[src/rtl/exception_sequencer.sv]
// Exception / interrupt entry and return sequencer for the LEGv8 pipeline.
// Captures ELR/ESR/IRQ id, flushes and redirects fetch, and halts on a double fault.
module exception_sequencer #(
  parameter int          PC_W   = 64,
  parameter int          N_IRQ  = 4,
  parameter logic [63:0] VECTOR = 64'hD8,
  localparam int         ID_W   = $clog2(N_IRQ)
) (
  input  logic             clk,
  input  logic             reset,
  input  logic             exc_in,
  input  logic [3:0]       estatus_in,
  input  logic             eret_in,
  input  logic             valid_in,
  input  logic [PC_W-1:0]  pc_in,
  input  logic [N_IRQ-1:0] irq_req,
  output logic [N_IRQ-1:0] irq_ack,
  output logic             flush,
  output logic             redirect,
  output logic [PC_W-1:0]  redirect_pc,
  output logic [PC_W-1:0]  elr,
  output logic [3:0]       esr,
  output logic [ID_W-1:0]  irq_id,
  output logic             in_handler,
  output logic             halted
);

  // state   | meaning
  // IDLE    | normal execution, sampling sync exceptions and IRQs
  // ENTER   | one cycle: flush + redirect to the handler vector
  // HANDLER | executing handler code, IRQs masked
  // RETURN  | one cycle: flush + redirect to elr
  // FAULT   | double fault, halted until reset
  typedef enum logic [2:0] {IDLE, ENTER, HANDLER, RETURN, FAULT} state_t;

  localparam logic [PC_W-1:0] VEC_PC = PC_W'(VECTOR);

  state_t           state;
  logic [ID_W-1:0]  rr_ptr;
  logic [ID_W-1:0]  grant_idx;
  logic [ID_W-1:0]  grant_nxt;
  logic [N_IRQ-1:0] grant_oh;
  logic             found;
  logic             sync_evt;
  logic             eret_evt;

  assign sync_evt = exc_in & valid_in;
  assign eret_evt = eret_in & valid_in;

  // Round-robin search starting at rr_ptr, wrapping to 0.
  always_comb begin
    found     = 1'b0;
    grant_idx = rr_ptr;
    for (int i = 0; i < N_IRQ; i++) begin
      if (!found && irq_req[(int'(rr_ptr) + i) % N_IRQ]) begin
        found     = 1'b1;
        grant_idx = ID_W'((int'(rr_ptr) + i) % N_IRQ);
      end
    end
    grant_nxt = (grant_idx == ID_W'(N_IRQ - 1)) ? '0 : grant_idx + ID_W'(1);
    grant_oh  = N_IRQ'(1) << grant_idx;
  end

  always_ff @(posedge clk or negedge reset) begin
    if (!reset) begin
      state       <= IDLE;
      rr_ptr      <= '0;
      irq_ack     <= '0;
      flush       <= 1'b0;
      redirect    <= 1'b0;
      redirect_pc <= '0;
      elr         <= '0;
      esr         <= '0;
      irq_id      <= '0;
      in_handler  <= 1'b0;
      halted      <= 1'b0;
    end else begin
      irq_ack  <= '0;
      flush    <= 1'b0;
      redirect <= 1'b0;
      case (state)
        IDLE: begin
          if (sync_evt || found) begin
            state       <= ENTER;
            elr         <= pc_in;
            flush       <= 1'b1;
            redirect    <= 1'b1;
            redirect_pc <= VEC_PC;
            in_handler  <= 1'b1;
            if (sync_evt) begin
              esr <= estatus_in;
            end else begin
              esr     <= 4'b0001;
              irq_id  <= grant_idx;
              irq_ack <= grant_oh;
              rr_ptr  <= grant_nxt;
            end
          end
        end
        ENTER: state <= HANDLER;
        HANDLER: begin
          if (sync_evt) begin
            state  <= FAULT;
            halted <= 1'b1;
            flush  <= 1'b1;
          end else if (eret_evt) begin
            state       <= RETURN;
            flush       <= 1'b1;
            redirect    <= 1'b1;
            redirect_pc <= elr;
            in_handler  <= 1'b0;
          end
        end
        RETURN: state <= IDLE;
        FAULT:  flush <= 1'b1;
        default: state <= IDLE;
      endcase
    end
  end

endmodule
[config.mk]
export PLATFORM = sky130hd
export DESIGN_NAME = exception_sequencer
export DESIGN_NICKNAME = d
export VERILOG_FILES = /design/src/rtl/exception_sequencer.sv
export SDC_FILE = /design/constraint.sdc
export NUM_CORES = 1
export LEC_CHECK = 0
export ABC_AREA = 1
export CORE_AREA = 2 2 148 92
export DETAILED_ROUTE_END_ITERATION = 10
export DIE_AREA = 0 0 150 94
export DONT_BUFFER_PORTS = 1
export GPL_TIMING_DRIVEN = 0
export HOLD_SLACK_MARGIN = 0.15
export PLACE_DENSITY = 0.69
export SYNTH_ARGS = -nofsm -noshare
export SYNTH_HDL_FRONTEND = slang
export SYNTH_SLANG_ARGS = --single-unit
[constraint.sdc]
create_clock -name clk -period 4 [get_ports clk]
set_input_delay 1 -clock clk [delete_from_list [all_inputs] [get_ports clk]]
set_output_delay 1 -clock clk [all_outputs]
set_load 0.02 [all_outputs]
==> flow_summary.json, run 1 <==
{
  "cp_num_buf_inv": 2,
  "dieArea_mm2": 0.0141,
  "startpoint_type": "input pin",
  "crit_path_top_delay_cell": "clkbuf_1",
  "grt_antenna_before_repair": 0,
  "wirelength_mm": 16.6,
  "clock-sinks": 147,
  "postSynthCellCount": 712,
  "total_power_uw": 6960,
  "finalCriticalPeriod_ps": 2350,
  "grt_pass1_wl_mm": 26.1,
  "tightest_slew_ps": 712,
  "run_status": "complete, no violations",
  "yosysTopAreaCell": "dfrtp_1",
  "ant_nets": 0,
  "cpLargestDelayFamily": "buffers and inverters",
  "fmax_mhz": 426,
  "crit_required_ps": 4350,
  "wl_per_cell_um": 18.2,
  "path_max_fanout": 10,
  "drv_slew": 0,
  "htree_num_levels": 4,
  "netlist_top_cells_area": "dfrtp_1 (59%), nand2_1 (19%), nand3_1 (11%), nand3_2 (1.8%), buf_4 (1.1%)",
  "yosysWarnings": 0,
  "max_stage_delay_ps": 590,
  "p_leak_uw": 0.00380,
  "place_congestion": 0.877,
  "coreArea_mm2": 0.0127,
  "cts_root_buffer": "clkbuf_16",
  "clk_latency_ps": 410,
  "fillCellCount": 1114,
  "chipHeight_um": 94,
  "grt.total_usage": 0.244,
  "synth_top_family_by_area": "simple AND/OR/NAND/NOR gates",
  "min_path_type": "in2async",
  "timing.rr.end": "redirect_pc[35]$_DFFE_PN0P_",
  "synth_area_mm2": 0.00625,
  "grt_pass1_vias": 4957,
  "dp_hpwl_mm": 12.0,
  "arrival_ps": 2700,
  "die_w_um": 150,
  "cts_max_path_buffers": 2,
  "fin_skew_ps": 13.7,
  "area_growth_pct": 12.8,
  "synth.yosys.seq_area_share": 0.589,
  "synth_xor_xnor_area_share": 0,
  "layout_commonest_cell": "nand2_1",
  "grt_max_degree": 148,
  "ys_ff_latch": 147,
  "path_cells": "nand2_1, nand4_1, clkbuf_1, clkbuf_1, nand3_1, nand2_1",
  "rsz0062_at_grt": "no",
  "initial_core_util": 0.494,
  "rrSetupSlack_ps": 1710,
  "cts_setup_buffers": 0,
  "drv_cap": 0,
  "ir_drop_uv": 433,
  "num-nets-final": 812,
  "gr-total-overflow": 0,
  "dpl_worst_slack_ps": 1240,
  "relSlewSlack": 0.525,
  "crit_path_end_kind": "register",
  "synthAdderAreaFrac": 0.00801,
  "final_cell_mix": "nand2_1 (316), dfrtp_1 (147), nand3_1 (135)",
  "via_per_inst": 5.44,
  "synth_cell_types": 25,
  "portBuffers": 0,
  "setup_viol": 0,
  "cts_resized": 0,
  "rows": 32,
  "crit_type": "in2reg",
  "avgSynthCellArea_um2": 8.77,
  "yosys.area_share.simple": 0.335,
  "drt_iter0_markers": 230,
  "setup_ws_ps": 1650,
  "clk_pin_slew_ps": 60,
  "muxShareOfSynthArea": 0,
  "reg2regPathDepth": 8,
  "p_per_area_mw_per_mm2": 988,
  "synth_compound_area_frac": 0.00981,
  "hold_viol": 0,
  "cts_buffers": 17,
  "drive_above_1_share": 0.108,
  "syn_nets": 793,
  "cts_tree": "yes",
  "cts_hold_buffers": 0,
  "insertedDiodeCount": 0,
  "routed-via-count": 4973,
  "r2r_start": "state[0]$_DFFE_PN0P_",
  "drcViolationCount": 0,
  "first_pass_iters": 5,
  "period_share": 0.586,
  "tns_ps": 0,
  "yosysTopAreaCellShare": 0.589,
  "ios": 219
}
## metal layers
layer	track usage	share of wire	up-vias
met5	0	0	-
met4	0.0590	0.013	0
met3	0.113	0.13	27
met2	0.389	0.46	227
met1	0.304	0.40	2410
li1	-	-	2309
## worst max path at each step
stage,from,to,slack [ps],cells after the start
6_report,exc_in,redirect_pc[35]$_DFFE_PN0P_,1650,6
5_1_grt,state[0]$_DFFE_PN0P_,redirect_pc[38]$_DFFE_PN0P_,1520,8
4_1_cts,exc_in,redirect_pc[38]$_DFFE_PN0P_,1670,6
3_5_place_dp,exc_in,redirect_pc[38]$_DFFE_PN0P_,1240,6
3_3_place_gp,exc_in,redirect_pc[39]$_DFFE_PN0P_,1320,6
2_1_floorplan,irq_req[1],rr_ptr[1]$_DFFE_PN0P_,1730,12
## synthesized netlist by cell type
cell,instances
dfrtp_1,147
ha_1,4
buf_1,2
buf_8,1
nor2_1,11
nand3_1,135
or2_2,4
buf_6,6
a21oi_1,2
nand2_2,5
nand2_1,316
o22ai_1,1
buf_12,1
inv_1,18
o211ai_1,1
clkinv_1,2
buf_4,9
buf_2,8
inv_2,2
o21ai_0,4
nand3_2,11
clkbuf_1,17
nand4_1,2
o21ai_2,2
nor2_4,1
## report_power, final
part	internal [uW]	leakage (uW)	total [uW]	switching [uW]
clock network	948	0.000280	1590	639
logic	754	0.00162	2140	1380
registers	2050	0.00189	3240	1190
total	3750	0.00380	6960	3210
## layout make-up
class,instances,area (um2),area share
clock inverter,12,143,0.0202
buffer,44,282,0.0399
tap,170,213,0.0302
sequential,147,3680,0.522
inverter,22,82.6,0.0117
clock buffer,20,447,0.0634
multi-input combinational,499,2200,0.313
## sequential cells by signal (all words and copies together) (netlist names)
register     count
esr              4
irq_ack          4
redirect_pc     64
redirect         1
in_handler       1
halted           1
flush            1
irq_id           2
elr             64
state            3
rr_ptr           2
## worst register-to-register path, stage by stage (launching register included)
cell	delay (ps)
dfrtp_1	380
nor2_1	70
nand2_1	180
inv_1	80
nand4_1	220
clkbuf_1	590
clkbuf_1	470
nand3_1	160
nand2_1	80
## cell families after synthesis
| group | after synthesis |
|---|---|
| AND/OR/NAND/NOR | 485 |
| flip-flops | 147 |
| AO/OA/AOI/OAI | 10 |
| buffers and inverters | 66 |
| adder cells (fa/ha/maj) | 4 |
## stage by stage
| step | utilization | hold WS (ps) | std cells | area (um2) |
|---|---|---|---|---|
| after floorplan | - | 465 | 712 | 6250 |
| after global placement | 0.511 | 477 | 882 | 6460 |
| after detailed placement | 0.511 | 487 | 882 | 6460 |
| after CTS | 0.557 | 266 | 914 | 7050 |
| after global routing | 0.557 | 251 | 914 | 7050 |
| final | 0.557 | 278 | 914 | 7050 |
No activity file was read; power rests on OpenSTA's default activity.
==> run 2: changes to the inputs <==
==> constraint.sdc (replaced) <==
create_clock -name clk -period 2.4 [get_ports clk]
set_input_delay 0.6 -clock clk [delete_from_list [all_inputs] [get_ports clk]]
set_output_delay 0.6 -clock clk [all_outputs]
set_load 0.02 [all_outputs]
==> flow_summary.json, run 2 (same netlist as run 1, synthesis figures left out) <==
{
  "fillCellCount": 1112,
  "path_cells": "inv_2, nand2_1, nand2_2, nand2_1, nand2_2, nand3_2, nor2_1, nand2_1, nand2_1, inv_1, ha_1, nand2_1, o21ai_0",
  "crit_path_end_kind": "register",
  "drive_above_1_share": 0.110,
  "num-nets-final": 812,
  "period_share": 0.890,
  "chipHeight_um": 94,
  "gr-total-overflow": 0,
  "cts_max_path_buffers": 2,
  "place_congestion": 0.877,
  "cts_root_buffer": "clkbuf_16",
  "coreArea_mm2": 0.0127,
  "area_growth_pct": 12.9,
  "fmax_mhz": 468,
  "crit_type": "reg2reg",
  "rsz0062_at_grt": "no",
  "min_path_type": "in2async",
  "portBuffers": 0,
  "crit_path_top_delay_cell": "dfrtp_1",
  "p_per_area_mw_per_mm2": 1650,
  "top_regs": "elr (64), redirect_pc (64)",
  "relSlewSlack": 0.644,
  "via_per_inst": 5.45,
  "hold_viol": 147,
  "startpoint_type": "register",
  "rows": 32,
  "register_area_mm2": 0.00368,
  "max_stage_delay_ps": 450,
  "clk_latency_ps": 420,
  "cts_buffers": 17,
  "p_leak_uw": 0.00380,
  "ir_drop_uv": 722,
  "ant_nets": 0,
  "stdcell_count": 914,
  "insertedDiodeCount": 0,
  "drt_iter0_markers": 225,
  "layout_commonest_cell": "nand2_1",
  "grt_max_degree": 148,
  "cts_tree": "yes",
  "initial_core_util": 0.494,
  "tns_ps": 0,
  "ios": 219,
  "arrival_ps": 2420,
  "drv_cap": 0,
  "routed-via-count": 4980,
  "final_cell_mix": "nand2_1 (316), dfrtp_1 (147), nand3_1 (135)",
  "htree_num_levels": 4,
  "cp_num_buf_inv": 2,
  "wl_per_cell_um": 18.2,
  "dp_hpwl_mm": 12.0,
  "wirelength_mm": 16.6,
  "tightest_slew_ps": 534,
  "run_status": "complete, but fails checks",
  "grt_antenna_before_repair": 0,
  "placed_cells": 882,
  "grt_pass1_wl_mm": 26.1,
  "cpLargestDelayFamily": "simple AND/OR/NAND/NOR gates",
  "path_max_fanout": 8,
  "finalCriticalPeriod_ps": 2140,
  "clk_pin_slew_ps": 70,
  "setup_viol": 0,
  "multi_input_area_mm2": 0.00220,
  "violations": "negative hold slack",
  "clock-sinks": 147,
  "die_w_um": 150,
  "first_pass_iters": 5,
  "hold_slack_ps": -123,
  "drv_slew": 0,
  "crit_required_ps": 2680,
  "grt_pass1_vias": 4957,
  "grt.total_usage": 0.244,
  "critPathMostFrequentCell": "nand2_1",
  "drcViolationCount": 0,
  "fin_skew_ps": 14.9,
  "dieArea_mm2": 0.0141
}
## run 2: cell counts in the layout (fill, tap and decap cells not counted)
No cell type changed its count.
## run 2: repair_timing
item                                   in CTS  in global routing
setup endpoints to repair                   0                 15
buffers inserted                            0                  0
endpoints found under the hold margin     147                147
resized for setup                           0                  4
## run 2: path summary, 6_finish.rpt
check | from | endpoint | slack, ps | cells past startpoint
min reg2reg | state[2]$_DFFE_PN0P_ | state[1]$_DFFE_PN0P_ | 500 | 1
min in group clk | pc_in[8] | elr[8]$_DFFE_PN0P_ | 320 | 2
min | reset | elr[45]$_DFFE_PN0P_ | -120 | 0
max | rr_ptr[1]$_DFFE_PN0P_ | rr_ptr[1]$_DFFE_PN0P_ | 260 | 13
max reg2reg | rr_ptr[1]$_DFFE_PN0P_ | rr_ptr[1]$_DFFE_PN0P_ | 260 | 13
max in group asynchronous | reset | halted$_DFFE_PN0P_ | 2280 | 0
## run 2: cell type report
cell class,instances,share of cell area
Inverter,22,0.0117
Multi-Input combinational cell,499,0.313
Clock inverter,12,0.0202
Sequential cell,147,0.522
Clock buffer,20,0.0633
Buffer,44,0.0403
Tap cell,170,0.0302
## run 2: report_power, final
part	total [uW]	internal, uW	switching (uW)
combinational	3560	1260	2300
sequential	5400	3410	1980
clock	2650	1580	1070
## run 2: per-layer routing
metal | GRT usage | up-vias | wire, um
met4 | 0.0590 | 0 | 238
met2 | 0.389 | 236 | 7600
met3 | 0.113 | 27 | 2200
met1 | 0.304 | 2410 | 6590
met5 | 0 | - | 0
li1 | - | 2307 | -
## run 2: stage by stage
step	utilization	cell area [um2]	total power, uW	setup slack, ps	hold WS (ps)
floorplan	-	6250	7870	526	304
global placement	0.511	6460	8820	118	308
detailed placement	0.511	6460	9020	38.6	308
CTS	0.557	7050	11700	123	-134
global route	0.557	7050	12400	81.6	-149
finish	0.557	7050	11600	263	-123
## run 2: worst register-to-register path, stage by stage, from the launching register on
cell	delay (ps)
dfrtp_1	450
inv_2	170
nand2_1	100
nand2_2	120
nand2_1	90
nand2_2	100
nand3_2	110
nor2_1	110
nand2_1	60
nand2_1	160
inv_1	110
ha_1	300
nand2_1	60
o21ai_0	70
==> run 3: changes to the inputs <==
--- a/config.mk
+++ b/config.mk
@@ -10,7 +10,7 @@
 export DETAILED_ROUTE_END_ITERATION = 10
 export DIE_AREA = 0 0 150 94
 export DONT_BUFFER_PORTS = 1
-export GPL_TIMING_DRIVEN = 0
+export GPL_TIMING_DRIVEN = 1
 export HOLD_SLACK_MARGIN = 0.15
 export PLACE_DENSITY = 0.69
 export SYNTH_ARGS = -nofsm -noshare
==> flow_summary.json, run 3 (same netlist as run 1, synthesis figures left out) <==
{
  "run_status": "complete, but fails checks",
  "violations": "negative hold slack",
  "fin_util": 0.549,
  "arrival_ps": 2400,
  "crit_type": "reg2reg",
  "via_per_inst": 5.36,
  "grtUsageMet2": 0.358,
  "area_growth_pct": 11.1,
  "grt_antenna_before_repair": 0,
  "layout_commonest_cell": "nand2_1",
  "rsz0062_at_grt": "no",
  "clk_pin_slew_ps": 60,
  "drt_iter0_markers": 323,
  "ios": 219,
  "ir_drop_uv": 713,
  "dpl_worst_slack_ps": 194,
  "crit_required_ps": 2670,
  "coreArea_mm2": 0.0127,
  "cts_setup_buffers": 0,
  "first_pass_iters": 5,
  "critPathMostFrequentCell": "nand2_1",
  "p_per_area_mw_per_mm2": 1640,
  "drive_above_1_share": 0.0983,
  "grt.total_usage": 0.224,
  "fmax_mhz": 469,
  "clk_latency_ps": 400,
  "max_stage_delay_ps": 490,
  "ant_nets": 0,
  "rows": 32,
  "placed_cells": 850,
  "portBuffers": 0,
  "period_share": 0.889,
  "place_congestion": 0.973,
  "path_cells": "inv_2, nand2_1, nand2_2, nand2_1, o21ai_2, nand4_1, nor2_1, inv_1, nand2_1, inv_1, ha_1, nand2_1, o21ai_0",
  "setup_ws_ps": 266,
  "grt_pass1_wl_mm": 24.5,
  "grt_pass1_vias": 4711,
  "grt_max_degree": 148,
  "crit_path_end_kind": "register",
  "finalCriticalPeriod_ps": 2130,
  "p_leak_uw": 0.00375,
  "cts_buffers": 17,
  "crit_path_top_delay_cell": "dfrtp_2",
  "fillCellCount": 1160,
  "cpLargestDelayFamily": "simple AND/OR/NAND/NOR gates",
  "gr-total-overflow": 0,
  "wl_per_cell_um": 17.5,
  "hold_viol": 147,
  "p_switching_uw": 5190,
  "setup_viol": 0,
  "top_regs": "elr (64), redirect_pc (64)",
  "clkPwrFrac": 0.248,
  "tns_ps": 0,
  "routed-via-count": 4731,
  "path_max_fanout": 12,
  "fin_skew_ps": 11.9,
  "cp_num_buf_inv": 3,
  "wirelength_mm": 15.4,
  "pwr-share-seq": 0.475,
  "die_w_um": 150,
  "initial_core_util": 0.494,
  "use_met1": 0.282,
  "met3_usage": 0.101,
  "chipHeight_um": 94,
  "p_int_uw": 6210,
  "power_frac_comb": 0.277,
  "cts_root_buffer": "clkbuf_16",
  "stdcell_count": 882,
  "drcViolationCount": 0,
  "hold_slack_ps": -113,
  "busiest_layer": "met2",
  "htree_num_levels": 4,
  "clock-sinks": 147,
  "min_path_type": "in2async",
  "tightest_slew_ps": 568,
  "cts_tree": "yes",
  "drv_cap": 0,
  "insertedDiodeCount": 0,
  "dieArea_mm2": 0.0141,
  "startpoint_type": "register",
  "cts_max_path_buffers": 2,
  "relSlewSlack": 0.621,
  "final_cell_mix": "nand2_1 (316), dfrtp_1 (146), nand3_1 (135)",
  "num-nets-final": 780,
  "dp_hpwl_mm": 10.4,
  "p_sw_frac": 0.455,
  "drv_slew": 0
}
[run 3: layout make-up]
type	count	area (um2)	share of cell area
clock buffer	19	433	0.0624
multi-input combinational	499	2210	0.318
inverter	22	82.6	0.0119
clock inverter	13	198	0.0285
sequential	147	3680	0.530
timing repair buffer	12	128	0.0184
tap	170	213	0.0306
[run 3: final timing paths]
kind                                            start                     endpoint  slack [ps]  cells after the start
worst max register to register  rr_ptr[0]$_DFFE_PN0P_        rr_ptr[1]$_DFFE_PN0P_         270                     13
max in group asynchronous                       reset  redirect_pc[26]$_DFFE_PN0P_        2230                      0
worst min-delay path                            reset          elr[45]$_DFFE_PN0P_        -110                      0
worst min register to register   state[2]$_DFFE_PN0P_         state[1]$_DFFE_PN0P_         510                      1
worst max-delay path            rr_ptr[0]$_DFFE_PN0P_        rr_ptr[1]$_DFFE_PN0P_         270                     13
min in group clk                            pc_in[18]          elr[18]$_DFFE_PN0P_         340                      2
[run 3: what timing repair did]
item / CTS / global route
resized for setup: 0 / 1
setup endpoints to repair: 0 / 5
endpoints found under the hold margin: 147 / 147
[run 3: power by group through the flow]
stage                     Clock (uW)  Sequential, uW  Combinational (uW)
after floorplan                    0            5110                2760
final                           2820            5420                3160
after detailed placement           0            5460                3160
after global placement             0            5430                2990
after global routing            3010            5550                3630
after CTS                       2880            5430                3180
[run 3: per-layer routing]
layer	routed length (um)	vias up
li1	-	2239
met1	6390	2294
met2	7170	188
met3	1780	10
met4	87	0
met5	0	-
[run 3: through the flow]
stage / instance area [um2] / power [uW]
finish: 6940 / 11400
CTS: 6940 / 11500
floorplan: 6250 / 7870
detailed placement: 6310 / 8630
global placement: 6310 / 8410
global route: 6940 / 12200
==> RTL change, RTL diff (flow settings as in run 2) <==
Add an input register stage for `irq_req`, cleared by the reset; this delays it by one clock. The other inputs are not delayed to match.
--- a/src/rtl/exception_sequencer.sv
+++ b/src/rtl/exception_sequencer.sv
@@ -36,4 +36,14 @@
   localparam logic [PC_W-1:0] VEC_PC = PC_W'(VECTOR);
 
+  logic [N_IRQ-1:0] irq_req_q;
+
+  always_ff @(posedge clk or negedge reset) begin
+    if (!reset) begin
+      irq_req_q <= '0;
+    end else begin
+      irq_req_q <= irq_req;
+    end
+  end
+
   state_t           state;
   logic [ID_W-1:0]  rr_ptr;
@@ -53,5 +63,5 @@
     grant_idx = rr_ptr;
     for (int i = 0; i < N_IRQ; i++) begin
-      if (!found && irq_req[(int'(rr_ptr) + i) % N_IRQ]) begin
+      if (!found && irq_req_q[(int'(rr_ptr) + i) % N_IRQ]) begin
         found     = 1'b1;
         grant_idx = ID_W'((int'(rr_ptr) + i) % N_IRQ);
Function: changed (Yosys sat finds a counterexample within 4 cycles, from zero or initial values and one cycle with reset low).
==> RTL change against run 2 <==
- the run still ends with hold timing left
- worst hold slack better by 0.0069 ns
- total power grew 4.8%
- synthesized area up 3.2%
- setup slack got worse by 0.064 ns
- critical endpoint is now redirect_pc[46]
- non-clock buffer count grew 3
- first-iteration DRC count rose by 16%
- wire length is 0.11% higher
- critical path depth grew 2
- sequential cell count increased by 4
- largest cell class unchanged
- cell area up 4.2%
- clock power grew 9.1%
==> RTL change: results (changes against run 2) <==
Outcome
- **result of the run** finished with violations, unchanged
- **violations in the final reports** hold timing, unchanged

Detailed routing
- **mean routed wirelength per cell** 17.0 um, was 18.2 um
- **number of DRC markers after the initial detailed-route iteration** 262, was 225
- **total iterations of the first detailed-routing run** 7, was 5
- **post-DR vias/cell** 5.30, was 5.45

Yosys
- **leading post-synthesis cells by cell area** sky130_fd_sc_hd__dfrtp_1 (59%), sky130_fd_sc_hd__nand2_1 (16%), sky130_fd_sc_hd__nand3_1 (6.1%), sky130_fd_sc_hd__inv_1 (4.8%), sky130_fd_sc_hd__o21ai_0 (4.1%), was sky130_fd_sc_hd__dfrtp_1 (59%), sky130_fd_sc_hd__nand2_1 (19%), sky130_fd_sc_hd__nand3_1 (11%), sky130_fd_sc_hd__nand3_2 (1.8%), sky130_fd_sc_hd__buf_4 (1.1%)
- **Post-Synthesis Net Count** 858, was 793
- **most instantiated cells after synthesis** sky130_fd_sc_hd__nand2_1 (267), sky130_fd_sc_hd__dfrtp_1 (151), sky130_fd_sc_hd__inv_1 (82), was sky130_fd_sc_hd__nand2_1 (316), sky130_fd_sc_hd__dfrtp_1 (147), sky130_fd_sc_hd__nand3_1 (135)
- **proportion of synthesized chip area in sequential cells** 58.6%, was 58.9%
- **Post-Synthesis Mean Instance Area** 8.30 um2, was 8.77 um2

Timing
- **final worst clock skew** 0.00935 ns, was 0.0149 ns
- **final critical delay including setup and external delays** 2.20 ns, was 2.14 ns
- **worst slack on hold paths** -0.116 ns, was -0.123 ns
- **count of endpoints failing hold in the final timing report** 151, was 147

Setup path
- **r2r worst-path depth** 15, was 13
- **highest fanout seen on the critical path** 10, was 8
- **data arrival at the endpoint of the critical path** 2.49 ns, was 2.42 ns
- **peak per-stage delay on the critical path** 0.41 ns, was 0.45 ns
- **critical register-to-register path startpoint** rr_ptr[0], was rr_ptr[1]
- **reg2reg end** redirect_pc[46], was rr_ptr[1]

Pwr
- **Leak Pwr** 0.00393 uW, was 0.00380 uW
- **net switching component of the power** 5600 uW, was 5350 uW

Place
- **final weighted congestion in routability-driven placement** 0.878, was 0.877
- **half-perimeter wire length of the detailed placement result** 11,800 um, was 12,000 um
- **Area after DPL** 6660 um2, was 6460 um2
- **cell count after placement** 947, was 882

Final layout
- **fraction of layout instances using a drive strength above 1** 9.49%, was 11.0%
- **final net count** 880, was 812

GRT
- **first-pass GRT wire length** 26,200 um, was 26,100 um

## RTL change: layout make-up
class                      instances  area, um2
buffer                            44        250
clock buffer                      19        453
clock inverter                    12        188
fill                            1143       5300
inverter                          85        319
multi-input combinational        497       2120
sequential                       151       3780
tap                              170        213
timing repair buffer               3       22.5
## RTL change: cells by family after synthesis
group,after synthesis,share of synthesized area [%]
adders and majority gates,4,0.776
buffers and inverters,129,8.63
and+or+nand+nor,420,26.3
DFF,151,58.6
AOI/OAI and AO/OA,73,5.72
## RTL change: power by group through the flow
stage                     registers (uW)  logic [uW]  clock network [uW]
after floorplan                     4910        3050                   0
after detailed placement            5140        4080                   0
after global placement              5120        3900                   0
after CTS                           5110        4100                2950
final                               5100        4160                2890
after global routing                5210        4790                3060
## RTL change: routing by layer
metal	track usage [%]	vias up	routed length, um
met3	9.47	25	1900
met4	7.39	0	272
met5	0	-	0
met1	31.9	2474	7060
met2	36.3	262	7430
li1	-	2439	-
